### src/rtl/cell_cnt_mod.sv
// Parametrised binary counter cell: up/down, programmable modulo wrap, parallel load,
// synchronous clear, combinational cascade carry (CO) and a registered wrap pulse (TC).
module cell_cnt_mod #(
    parameter int unsigned     WIDTH     = 8,
    parameter longint unsigned MODULO    = 0,
    parameter longint unsigned RESET_VAL = 0
) (
    input  logic             CK,
    input  logic             CL,
    input  logic [WIDTH-1:0] D,
    input  logic             nL,
    input  logic             nSC,
    input  logic             EN,
    input  logic             CI,
    input  logic             UP,
    output logic [WIDTH-1:0] Q,
    output logic             CO,
    output logic             TC
);

    localparam logic [63:0] TOP64 = (MODULO == 64'd0) ? ((64'd1 << WIDTH) - 64'd1)
                                                      : (MODULO - 64'd1);
    localparam logic [63:0] RST64 = RESET_VAL;
    localparam logic [WIDTH-1:0] TOP  = TOP64[WIDTH-1:0];
    localparam logic [WIDTH-1:0] RSTV = RST64[WIDTH-1:0];

    logic [WIDTH-1:0] q_q, q_d;
    logic             tc_q, tc_d;
    logic             oor;

    // With the natural modulus every value is in range, so skip the always-false compare.
    generate
        if (MODULO == 64'd0) begin : g_nat
            assign oor = 1'b0;
        end else begin : g_mod
            assign oor = (q_q > TOP);
        end
    endgenerate

    always_comb begin
        q_d  = q_q;
        tc_d = 1'b0;
        if (!nL) begin
            q_d = D;
        end else if (!nSC) begin
            q_d = '0;
        end else if (EN && CI) begin
            if (oor) begin
                q_d  = '0;
                tc_d = 1'b1;
            end else if (UP) begin
                if (q_q == TOP) begin
                    q_d  = '0;
                    tc_d = 1'b1;
                end else begin
                    q_d = q_q + WIDTH'(1);
                end
            end else begin
                if (q_q == '0) begin
                    q_d  = TOP;
                    tc_d = 1'b1;
                end else begin
                    q_d = q_q - WIDTH'(1);
                end
            end
        end
    end

    always_ff @(posedge CK or posedge CL) begin
        if (CL) begin
            q_q  <= RSTV;
            tc_q <= 1'b0;
        end else begin
            q_q  <= q_d;
            tc_q <= tc_d;
        end
    end

    // An out-of-range value never equals TOP or 0, so CO stays low there without extra logic.
    assign CO = CI & (UP ? (q_q == TOP) : (q_q == '0));
    assign Q  = q_q;
    assign TC = tc_q;

endmodule

### config.mk
export PLATFORM = sky130hd
export DESIGN_NAME = cell_cnt_mod
export DESIGN_NICKNAME = d
export VERILOG_FILES = /design/src/rtl/cell_cnt_mod.sv
export SDC_FILE = /design/constraint.sdc
export NUM_CORES = 1
export LEC_CHECK = 0
export CAP_MARGIN = 25
export CORE_MARGIN = 2
export CORE_UTILIZATION = 55
export DETAILED_ROUTE_END_ITERATION = 8
export DONT_BUFFER_PORTS = 1
export PLACE_DENSITY = 0.74
export SYNTH_ARGS = -nofsm -noshare
export SYNTH_HDL_FRONTEND = slang
export SYNTH_SLANG_ARGS = --single-unit
### constraint.sdc
create_clock -name CK -period 2.1 [get_ports CK]
set_input_delay 0.315 -clock CK [delete_from_list [all_inputs] [get_ports CK]]
set_output_delay 0.315 -clock CK [all_outputs]
set_load 0.05 [all_outputs]
==> impl_metrics.tcl <==
set metrics [dict create \
    outcome "completed" \
    rsz0062_at_grt "false" \
    r2r_end "Q[4]" \
    gp_congestion 0.940 \
    insertion_delay_ps 270 \
    grt_pass1_vias 880 \
    io_pins 25 \
    rrSetupSlack_ps 300 \
    drc_errors 0 \
    endpoint "CO" \
    synthFlopType "dfrtp_1" \
    routed-wl-met3_um 276 \
    clk_pin_slew_ps 70 \
    synth.yosys.warnings 0 \
    start_util_pct 58.6 \
    worstRegToRegCells 7 \
    start_kind "flop" \
    crit_fanout 13 \
    synthCells 103 \
    drv_cap 0 \
    grt_first_pass_wirelength_mm 3.98 \
    grt-ovfl-total 0 \
    finalSetupTns_ps 0 \
    dp_hpwl_mm 1.78 \
    fp.dieH_um 44.1 \
    crit_path_max_incr_delay_ps 630 \
    synth_largest_area_cell "dfrtp_1" \
    fin_skew_ps 5.38 \
    crit_slowest_cell "dfrtp_1" \
    finalCritPeriodShare_pct 96.5 \
    cts_buffers 3 \
    slew_headroom_pct 67.4 \
    ff_latch_area_um2 228 \
    synth_top_area_share_pct 25.5 \
    syn_to_final_growth_pct 17.4 \
    synth_area_um2 883 \
    ir_drop_v 0.000361 \
    critPathCaptureType "primary output" \
    highest_layer "met4" \
    critPathRequiredTime_ps 1780 \
    grt_max_degree 14 \
    hold_violations 0 \
    met2_length_mm 1.14 \
    grt_usage_pct 27.8 \
    root_buffer "clkbuf_4" \
    p_leak_nw 0.427 \
    nets 135 \
    cts_max_level 1 \
    wl_per_cell_um 18.9 \
    diodes 0 \
    core_um2 1510 \
    final_common_cell "buf_4" \
    worstReg2RegStart "Q[1]" \
    ys_ff_latch 9 \
    row_count 14 \
    wl_met1_mm 1.01 \
    final_cell_mix "12 x buf_4, 9 x inv_1, 8 x nor2_1" \
    synth-seq-area-share_pct 25.5 \
    syn_nets 121 \
    routed_wl_mm 2.50 \
    routed_via_density 7.21 \
    vias 952 \
    place.port_buffers 0 \
    first_pass_iters 4 \
    drt_iter0_drc 52 \
    cts_tree "yes" \
    finalCriticalPeriod_ps 2030 \
    final-setup-viol-count 0 \
    path_class "reg -> out" \
    path_cells "nand4_1, nor2_2, a31oi_2, nor2b_4, buf_12" \
    synth.distinct_cells 45 \
    layout-drive-gt1-share_pct 25.0 \
    drv_slew 0 \
    die_w_um 44.1 \
    hold_class "in -> reg" \
    multi_input_area_um2 609 \
    drtAntennaViolNets 0 \
    fillers 120 \
    synth_edf_count 0 \
    hold_ws_ps 207 \
    die_area_um2 1940 \
    cellPowerDensity_nw_per_um2 668 \
    ys_async_sr_fraction_pct 100 \
    tightest_slew_ps 490 \
    clk_path_buf_depth 2 \
    syn_area_per_cell_um2 8.58 \
    clkSinkCount 9 \
    antenna_found_initial 0 \
    fmax_ghz 0.494 \
    critPathArrivalTime_ps 1710 \
    startpoint "Q[2]" \
    synth.top_cells.by_area "dfrtp_1 25%, ha_1 4.2%, inv_1 3.8%" \
]
[cell usage after synthesis, types with 2 or more instances]
master,number
ha_1,3
nand2_1,7
xnor2_1,2
a21oi_2,2
nor2_1,9
o32a_1,2
a21oi_1,6
o2111ai_1,2
a31oi_1,3
dfrtp_1,9
buf_6,2
buf_2,3
inv_1,9
mux2_2,2
nand4_1,5
nor2b_1,5
a221oi_1,3
nand3_1,2
[worst min path at each step]
stage / from / end / slack [ps] / cells past startpoint
after global routing: D[4] / Q[4] / 210 / 1
after CTS: D[4] / Q[4] / 210 / 1
after detailed placement: CL / TC / 200 / 1
after floorplan: CL / Q[1] / 140 / 1
final: D[4] / Q[4] / 210 / 1
after global placement: CL / Q[3] / 190 / 1
[where the power goes]
group | leakage, nW | total (mW) | switching [mW] | internal, mW
Combinational | 0.301 | 0.304 | 0.184 | 0.120
Sequential | 0.111 | 0.244 | 0.0511 | 0.193
Clock | 0.0150 | 0.145 | 0.0711 | 0.0736
Total | 0.427 | 0.693 | 0.306 | 0.386
[layer usage]
metal	track usage [%]	vias to the layer above
met5	0	-
met4	12.1	0
met3	6.12	12
met2	43.2	73
met1	37.2	438
li1	-	429
[stage by stage]
| step | setup slack, ps | utilization (%) | power, mW | std cells | cell area, µm² |
|---|---|---|---|---|---|
| floorplan | 103 | - | 0.464 | 103 | 892 |
| global placement | 317 | 64.9 | 0.527 | 126 | 977 |
| detailed placement | 235 | 64.9 | 0.531 | 126 | 977 |
| CTS | 11.6 | 68.6 | 0.680 | 132 | 1030 |
| global route | 0.163 | 68.9 | 0.721 | 132 | 1040 |
| finish | 74.3 | 68.9 | 0.693 | 132 | 1040 |
[area by class of cell]
class / instances / share of cell area, %
Multi-Input combinational cell: 80 / 58.7
Sequential cell: 9 / 22.0
Timing Repair Buffer: 14 / 11.6
Inverter: 9 / 3.26
Clock buffer: 4 / 2.53
Tap cell: 16 / 1.93
[state kept, by name, indices dropped and copies added, names as in the netlist]
register / count
Q: 8
TC: 1
[logic make-up after synthesis]
family	Yosys count	share of synthesized area, %
AO/OA/AOI/OAI	36	32.2
XOR/XNOR	3	2.98
adder cells (fa/ha/maj)	3	4.25
buffers and inverters	14	8.07
flip-flops	9	25.5
multiplexers	2	2.55
AND/OR/NAND/NOR	36	24.5
[worst max-delay path: cells and delay by family, from the launching register on]
family	cells	cell delay, ps
simple gates	3	580
flops	1	630
buf+inv	1	140
compound gates	1	90
[what timing repair did]
action / in CTS / in global routing
endpoints found under the setup margin: 1 / 1
hold buffers: 1 / 0
cloned: 0 / 0
resized for setup: 2 / 2
endpoints found under the hold margin: 9 / 0
setup buffers: 1 / 0
No activity file was read; power rests on OpenSTA's default activity.
